$ cat src/rtl/mem_arbiter_if.sv
// Bundles the instruction port, data port and SRAM port of the unified-memory arbiter.
interface mem_arbiter_if;
  localparam int unsigned ADDR_W = 32;
  localparam int unsigned DATA_W = 32;
  localparam int unsigned BE_W   = 4;

  logic              i_req;
  logic [ADDR_W-1:0] i_addr;
  logic              i_gnt;
  logic              i_rvalid;
  logic [DATA_W-1:0] i_rd_data;

  logic              d_req;
  logic [ADDR_W-1:0] d_addr;
  logic [BE_W-1:0]   d_we;
  logic [DATA_W-1:0] d_wr_data;
  logic              d_gnt;
  logic              d_rvalid;
  logic [DATA_W-1:0] d_rd_data;

  logic              m_en;
  logic [ADDR_W-1:0] m_addr;
  logic [BE_W-1:0]   m_we;
  logic [DATA_W-1:0] m_wr_data;
  logic [DATA_W-1:0] m_rd_data;

  // Arbiter side
  modport slave (
    input  i_req, i_addr, d_req, d_addr, d_we, d_wr_data, m_rd_data,
    output i_gnt, i_rvalid, i_rd_data, d_gnt, d_rvalid, d_rd_data,
    output m_en, m_addr, m_we, m_wr_data
  );

  // Requester and SRAM side
  modport master (
    output i_req, i_addr, d_req, d_addr, d_we, d_wr_data, m_rd_data,
    input  i_gnt, i_rvalid, i_rd_data, d_gnt, d_rvalid, d_rd_data,
    input  m_en, m_addr, m_we, m_wr_data
  );
endinterface

$ cat src/rtl/mem_arbiter.sv
// Shares one single-port SRAM between instruction fetch and data access; data wins
// unless the fetch has waited MAX_WAIT cycles. Read data returns one cycle after grant.
module mem_arbiter #(
  parameter int unsigned MAX_WAIT    = 3,
  parameter logic [31:0] RESET_INSTR = 32'h0000_0013
) (
  input logic          clk,
  input logic          rst,
  mem_arbiter_if.slave bus
);
  localparam int unsigned CNT_W  = $clog2(MAX_WAIT + 1);
  localparam int unsigned DATA_W = 32;
  localparam int unsigned ADDR_W = 32;
  localparam int unsigned BE_W   = 4;

  typedef enum logic [1:0] {IDLE, RD_I, RD_D} state_t;

  state_t             state;
  state_t             state_nxt;
  logic [CNT_W-1:0]   starve_cnt;
  logic               inst_prio;
  logic               i_gnt_c;
  logic               d_gnt_c;
  logic               i_rvalid_c;
  logic               d_rvalid_c;
  logic [DATA_W-1:0]  i_rd_data_c;
  logic [DATA_W-1:0]  d_rd_data_c;
  logic [DATA_W-1:0]  i_hold;
  logic [DATA_W-1:0]  d_hold;

  // Winner selection; reset masks every grant
  always_comb begin
    inst_prio = (starve_cnt == CNT_W'(MAX_WAIT));
    d_gnt_c   = !rst && bus.d_req && (!bus.i_req || !inst_prio);
    i_gnt_c   = !rst && bus.i_req && !d_gnt_c;
  end

  // Pending-response state register
  always_ff @(posedge clk) begin
    if (rst) state <= IDLE;
    else     state <= state_nxt;
  end

  // Next pending state and response steering
  always_comb begin
    state_nxt   = IDLE;
    i_rvalid_c  = 1'b0;
    d_rvalid_c  = 1'b0;
    i_rd_data_c = i_hold;
    d_rd_data_c = d_hold;
    if (i_gnt_c)                                state_nxt = RD_I;
    else if (d_gnt_c && bus.d_we == BE_W'(0))   state_nxt = RD_D;
    if (!rst) begin
      case (state)
        RD_I: begin
          i_rvalid_c  = 1'b1;
          i_rd_data_c = bus.m_rd_data;
        end
        RD_D: begin
          d_rvalid_c  = 1'b1;
          d_rd_data_c = bus.m_rd_data;
        end
        default: ;
      endcase
    end
  end

  // Consecutive denied-fetch counter, saturating at MAX_WAIT
  always_ff @(posedge clk) begin
    if (rst)                           starve_cnt <= '0;
    else if (!bus.i_req || i_gnt_c)    starve_cnt <= '0;
    else if (!inst_prio)               starve_cnt <= starve_cnt + CNT_W'(1);
  end

  // Hold registers keep the last response for stalled requesters
  always_ff @(posedge clk) begin
    if (rst) begin
      i_hold <= RESET_INSTR;
      d_hold <= '0;
    end else begin
      if (state == RD_I) i_hold <= bus.m_rd_data;
      if (state == RD_D) d_hold <= bus.m_rd_data;
    end
  end

  assign bus.i_gnt     = i_gnt_c;
  assign bus.d_gnt     = d_gnt_c;
  assign bus.i_rvalid  = i_rvalid_c;
  assign bus.d_rvalid  = d_rvalid_c;
  assign bus.i_rd_data = i_rd_data_c;
  assign bus.d_rd_data = d_rd_data_c;

  assign bus.m_en      = i_gnt_c | d_gnt_c;
  assign bus.m_addr    = i_gnt_c ? bus.i_addr : (d_gnt_c ? bus.d_addr : ADDR_W'(0));
  assign bus.m_we      = d_gnt_c ? bus.d_we : BE_W'(0);
  assign bus.m_wr_data = bus.d_wr_data;
endmodule

$ cat src/flat_wrapper.sv
// flat-port wrapper written by rule: the top's interface ports become plain ports
module mem_arbiter_flat 
#(
  parameter int unsigned MAX_WAIT    = 3,
  parameter logic [31:0] RESET_INSTR = 32'h0000_0013
)
  (clk, rst, bus_i_req, bus_i_addr, bus_d_req, bus_d_addr, bus_d_we, bus_d_wr_data, bus_m_rd_data, bus_i_gnt, bus_i_rvalid, bus_i_rd_data, bus_d_gnt, bus_d_rvalid, bus_d_rd_data, bus_m_en, bus_m_addr, bus_m_we, bus_m_wr_data);
  mem_arbiter_if bus_i ();
  input logic clk;
  input logic rst;
  input wire logic [$bits(bus_i.i_req)-1:0] bus_i_req;
  input wire logic [$bits(bus_i.i_addr)-1:0] bus_i_addr;
  input wire logic [$bits(bus_i.d_req)-1:0] bus_d_req;
  input wire logic [$bits(bus_i.d_addr)-1:0] bus_d_addr;
  input wire logic [$bits(bus_i.d_we)-1:0] bus_d_we;
  input wire logic [$bits(bus_i.d_wr_data)-1:0] bus_d_wr_data;
  input wire logic [$bits(bus_i.m_rd_data)-1:0] bus_m_rd_data;
  output wire logic [$bits(bus_i.i_gnt)-1:0] bus_i_gnt;
  output wire logic [$bits(bus_i.i_rvalid)-1:0] bus_i_rvalid;
  output wire logic [$bits(bus_i.i_rd_data)-1:0] bus_i_rd_data;
  output wire logic [$bits(bus_i.d_gnt)-1:0] bus_d_gnt;
  output wire logic [$bits(bus_i.d_rvalid)-1:0] bus_d_rvalid;
  output wire logic [$bits(bus_i.d_rd_data)-1:0] bus_d_rd_data;
  output wire logic [$bits(bus_i.m_en)-1:0] bus_m_en;
  output wire logic [$bits(bus_i.m_addr)-1:0] bus_m_addr;
  output wire logic [$bits(bus_i.m_we)-1:0] bus_m_we;
  output wire logic [$bits(bus_i.m_wr_data)-1:0] bus_m_wr_data;
  assign bus_i.i_req = bus_i_req;
  assign bus_i.i_addr = bus_i_addr;
  assign bus_i.d_req = bus_d_req;
  assign bus_i.d_addr = bus_d_addr;
  assign bus_i.d_we = bus_d_we;
  assign bus_i.d_wr_data = bus_d_wr_data;
  assign bus_i.m_rd_data = bus_m_rd_data;
  assign bus_i_gnt = bus_i.i_gnt;
  assign bus_i_rvalid = bus_i.i_rvalid;
  assign bus_i_rd_data = bus_i.i_rd_data;
  assign bus_d_gnt = bus_i.d_gnt;
  assign bus_d_rvalid = bus_i.d_rvalid;
  assign bus_d_rd_data = bus_i.d_rd_data;
  assign bus_m_en = bus_i.m_en;
  assign bus_m_addr = bus_i.m_addr;
  assign bus_m_we = bus_i.m_we;
  assign bus_m_wr_data = bus_i.m_wr_data;
  mem_arbiter #(.MAX_WAIT(MAX_WAIT), .RESET_INSTR(RESET_INSTR)) u_core (.clk(clk), .rst(rst), .bus(bus_i));
endmodule
$ cat config.mk
export PLATFORM = sky130hd
export DESIGN_NAME = mem_arbiter_flat
export DESIGN_NICKNAME = d
export VERILOG_FILES = /design/src/rtl/mem_arbiter_if.sv /design/src/rtl/mem_arbiter.sv /design/src/flat_wrapper.sv
export SDC_FILE = /design/constraint.sdc
export NUM_CORES = 1
export LEC_CHECK = 0
export ABC_CLOCK_PERIOD_IN_PS = 2170
export CAP_MARGIN = 10
export CORE_UTILIZATION = 32
export DETAILED_ROUTE_END_ITERATION = 7
export MAX_ROUTING_LAYER = met4
export PLACE_DENSITY = 0.88
export SLEW_MARGIN = 20
export SYNTH_ARGS = -nofsm -noshare
export SYNTH_HDL_FRONTEND = slang
export SYNTH_SLANG_ARGS = --single-unit
$ cat constraint.sdc
create_clock -name clk -period 2.17 [get_ports clk]
set_input_delay 0.651 -clock clk [delete_from_list [all_inputs] [get_ports clk]]
set_output_delay 0.651 -clock clk [all_outputs]
set_load 0.005 [all_outputs]
; Word-level counts from Yosys, hierarchy flattened
; Index checks and enable logic that the tools add are counted.
[word_totals]
ff_bits = 68
in_bits = 136
out_inout_bits = 137
word_cells = 37
[op_classes]
addsub = 1
eq_ne = 3
n_mux = 13
bitwise_logic = 1
n_reduce_logical = 14
[ops]
columns = operator, n
row1 = $mux 32, 6
row2 = $logic_and 1x1->1, 5
row3 = $mux 1, 5
row4 = $eq 2x2->1 const B, 2
row5 = $logic_not 1->1, 4
row6 = $logic_not 4->1, 1
row7 = $mux 4, 1
row8 = $reduce_or 2->1, 2
row9 = $add 2x1->2 const B, 1
row10 = $eq 2x1->1 const B, 1
row11 = $logic_or 1x1->1, 2
row12 = $mux 2, 1
row13 = $or 1x1->1, 1

; Depth between registers and ports, before layout
; Gate-level depths: netlist of run 1.
[logic_depth]
ltp_word = 8
ltp_mapped = 6

; Worst setup path before layout of run 1
; Ideal clock, no wire load.
[synth_path]
path_type = in2out
from = input port rst
to = output port bus_m_addr[17]
arrival_time_ns = 1.493
required_time_ns = 1.519
setup_slack_ns = 0.026
cell_stages = 6
n_path_buf = 3
path_cell_list = buf_6 nor2b_2 a21boi_4 buf_6 buf_6 a22o_1
[synth_between]
elab_chain_cells = 6
elab_cells_between_ends = 8
classes_between = mux (2) / reduce/logical (6)
[synth_rtl]
columns = element, line_no
row1 = from (decl), flat_wrapper.sv:10  ; input logic rst;
row2 = $logic_not 1->1 *, "mem_arbiter.sv:34, mem_arbiter.sv:35"
row3 = $logic_and 1x1->1 (2 in a row), mem_arbiter.sv:34  ; d_gnt_c = !rst && bus.d_req && (!bus.i_req || !inst_prio);
row4 = $logic_not 1->1, mem_arbiter.sv:35  ; i_gnt_c = !rst && bus.i_req && !d_gnt_c;
row5 = $logic_and 1x1->1, mem_arbiter.sv:35
row6 = $mux 32 *, mem_arbiter.sv:94  ; assign bus.m_addr = i_gnt_c ? bus.i_addr : (d_gnt_c ? bus.d_addr : ADDR_W'(0));
row7 = to (decl), flat_wrapper.sv:25  ; output wire logic [$bits(bus_i.m_addr)-1:0] bus_m_addr;
; Mark *: on every way between the ends. The rest lies on a longest branch, timed or not.

; Worst setup path in the final report of run 1
[layout_path]
from = input port rst
to = output port bus_m_addr[2]
; Same word-level chain as after synthesis.

==> metrics.cfg, run 1 <==
[sta]
relSlewSlack_pct = 61.68
setup_viol = 102
fin_crit_sh_pct = 116.2
fmax_mhz = 396.4
hold_violations = 0
setup_tns_ns = -25.78
rsz0062_at_grt = yes
finalMaxSlewViolations = 0
worst_slack_ns = -0.3526
clock_skew_ns = 0.003574
fin_crit_ns = 2.523
hold_ws_ns = 0.4516
worst_pin_slew_ns = 0.5723

[clocking]
cts_made_buffers = 9
cts_tree = yes
clock_latency_ns = 0.32
h-tree-depth = 3
ctsLongestPathBuffers = 2
clk_pin_slew_ns = 0.05
clock_sinks = 68
root_buffer = clkbuf_16

[worst_setup_path]
crit_buf_inv = 6
required_ns = 1.52
crit_path_max_incr_delay_ns = 0.29
crit_fanout = 4
rr_startpoint = u_core.state[1]
crit_type = in -> out
r2r_slack_ns = 0.53
cp-startpoint = rst
cp_top_family = buffers and inverters
crit_chain = buf_12 -> buf_12 -> nor2b_4 -> a21boi_4 -> buf_12 -> buf_6 -> buf_6 -> a22o_1 -> buf_6
worstPathArrival_ns = 1.87
start_kind = input pin
rr_worst_depth = 5
cp_slowest_cell = a21boi_4
cp-end-kind = primary output
reg2reg_to = u_core.i_hold[7]

[detailed_routing]
avgRoutedWirePerCell_microns = 21.15
ant_nets = 0
via_per_inst = 5.205
drc_errors = 12
dr_total_vias = 4393
drtIter0Drc = 295
first_pass_iters = 7
wl_mm = 17.85

[power_and_ir_drop]
max-vdd-ir-drop_mv = 0.3922
powerDensity_nw_per_um2 = 479.1
p_leak_nw = 3.179

[global_route]
grt_pass1_vias = 4814
antenna_found_initial = 0
grt.total_usage_pct = 29.10
grt_overflow = 0
grt_start_max_net_pins = 41
grt_pass1_wl_mm = 26.68

[final_layout]
fill_cells = 917
final_nets = 833
synthToLayoutAreaGrowth_pct = 93.16
drive_above_1_share_pct = 43.65
diodes = 0
final_util_pct = 64.20

[synthesis]
netlist_area_sq_um = 3844
ys_seq_area_share_pct = 35.42
synthCells = 447
synth.ff_latch_count = 68
syn_nets = 584
yosysUniqueCellTypes = 25
ys_warn_count = 0
syn_area_per_cell_sq_um = 8.599

[floorplan]
rows = 39
coreArea_sq_um = 11560
die_area_sq_um = 12450
start_util_pct = 33.24
die_h_microns = 111.6
die_x_microns = 111.6
ios = 273

[worst_hold_path]
min_path_type = reg -> reg
min_from = u_core.starve_cnt[0]
whs_path_depth = 1
hold-path-endpoint = u_core.starve_cnt[0]

[status]
status = finished, violations left
failed_checks = design-rule violations, negative setup slack

[flow_run]
drv_cap = 0

[place]
io_buffers = 208
gp_congestion = 0.8765
hpwl_mm = 11.56

==> Yosys cell counts <==
library cell | n | area (sq um)
a21boi_4 | 1 | 18.77
a21oi_1 | 61 | 305.3
a22o_1 | 32 | 280.3
and2_1 | 5 | 31.28
and4b_1 | 1 | 10.01
buf_1 | 2 | 7.510
buf_2 | 16 | 80.08
buf_4 | 37 | 277.8
buf_6 | 7 | 78.83
clkbuf_1 | 7 | 26.28
dfxtp_1 | 68 | 1361
ha_1 | 1 | 12.51
mux2_1 | 1 | 11.26
mux2_2 | 63 | 709.4
nand2_1 | 128 | 480.5
nand2b_1 | 2 | 12.51
nand3b_1 | 3 | 22.52
nor2_1 | 2 | 7.510
nor2_8 | 2 | 40.04
nor2b_1 | 3 | 18.77
nor2b_2 | 1 | 8.760
nor3b_1 | 1 | 7.510
nor3b_4 | 1 | 18.77
nor4_1 | 1 | 6.260
nor4bb_1 | 1 | 10.01
==> cells by family (layout without fill, tap and decap cells) <==
logic type / count (synthesis) / count (layout) / synth area share (%)
adder cells (fa/ha/maj): 1 / 1 / 0.3255
AO/OA/AOI/OAI: 94 / 94 / 15.72
buffers and inverters: 69 / 323 / 12.24
AND/OR/NAND/NOR: 151 / 151 / 17.55
flip-flops: 68 / 68 / 35.42
multiplexers: 64 / 64 / 18.75
==> worst reg2reg max path, delay by kind of cell (launching register included) <==
family | cells | cell delay [ns]
AND/OR/NAND/NOR | 2 | 0.58
buffers and inverters | 2 | 0.44
flip-flops | 1 | 0.34
AO/OA/AOI/OAI | 1 | 0.20
==> sequential cells by signal, summed over array words and instances, names as in the netlist <==
| signal | count |
|---|---|
| u_core.state | 2 |
| u_core.i_hold | 32 |
| u_core.starve_cnt | 2 |
| u_core.d_hold | 32 |
==> final cells by class <==
| type | instances | area [sq um] | share of cell area (%) |
|---|---|---|---|
| well taps | 143 | 178.9 | 2.410 |
| multi-input cells | 310 | 2325 | 31.31 |
| clock inverters | 4 | 47.55 | 0.6404 |
| repair buffers | 307 | 3251 | 43.78 |
| flip-flops and latches | 68 | 1366 | 18.40 |
| clock buffers | 12 | 256.5 | 3.455 |
==> layer usage <==
metal / track usage (%) / wire length [microns] / up-vias
li1: - / - / 1989
met1: 27.73 / 6035 / 2119
met2: 57.75 / 10070 / 242
met3: 5.063 / 1192 / 43
met4: 10.63 / 561 / 0
met5: - / 0 / -
==> placed cells by master (no fill, tap or decap), types with 3 or more instances in the layout <==
cell	synthesis	layout
nand2_1	128	128
buf_6	7	105
nand3b_1	3	3
buf_4	37	44
a22o_1	32	30
buf_8	0	7
dfxtp_2	0	4
clkbuf_16	0	10
buf_2	16	28
a21oi_1	61	61
and2_4	0	4
dfxtp_1	68	64
clkdlybuf4s50_1	0	100
buf_12	0	16
buf_16	0	5
mux2_4	0	64
==> through the flow <==
step | total power [mW] | setup slack [ns] | cell area (sq um) | instances
global placement | 1.967 | -0.9528 | 6087 | 776
CTS | 3.567 | -0.3488 | 7491 | 845
floorplan | 1.556 | 0.02580 | 3844 | 447
finish | 3.557 | -0.3526 | 7425 | 844
detailed placement | 1.980 | -0.9864 | 6087 | 776
global route | 3.678 | -0.3922 | 7425 | 844
==> worst max path at each step <==
stage,end,cells past startpoint
6_report,bus_m_addr[2],9
5_1_grt,bus_d_rd_data[4],9
4_1_cts,bus_d_rd_data[0],9
3_5_place_dp,bus_m_addr[31],6
3_3_place_gp,bus_m_addr[13],6
2_1_floorplan,bus_m_addr[17],6
==> what timing repair did <==
item	4_1_cts	5_1_grt
cloned	12	2
hold buffers	0	0
resized for setup	634	17
setup buffers	43	7
pin swaps	28	14
setup endpoints to repair	105	103
==> power breakdown <==
part	switching, mW	internal (mW)	total (mW)
clock	0.512	0.948	1.46
sequential	0.0181	1.28	1.30
combinational	0.293	0.510	0.802
total	0.823	2.73	3.56
Note: power is estimated with default switching activity, not from simulation.
==> inputs of run 2 (changes only) <==
--- a/config.mk
+++ b/config.mk
@@ -6,12 +6,12 @@
 export NUM_CORES = 1
 export LEC_CHECK = 0
 export ABC_CLOCK_PERIOD_IN_PS = 2170
-export CAP_MARGIN = 10
+export CAP_MARGIN = 20
 export CORE_UTILIZATION = 32
 export DETAILED_ROUTE_END_ITERATION = 7
 export MAX_ROUTING_LAYER = met4
 export PLACE_DENSITY = 0.88
-export SLEW_MARGIN = 20
+export SLEW_MARGIN = 0
 export SYNTH_ARGS = -nofsm -noshare
 export SYNTH_HDL_FRONTEND = slang
 export SYNTH_SLANG_ARGS = --single-unit
==> results of run 2 <==
The final DEF is identical to that of run 1; final timing and power are the same.
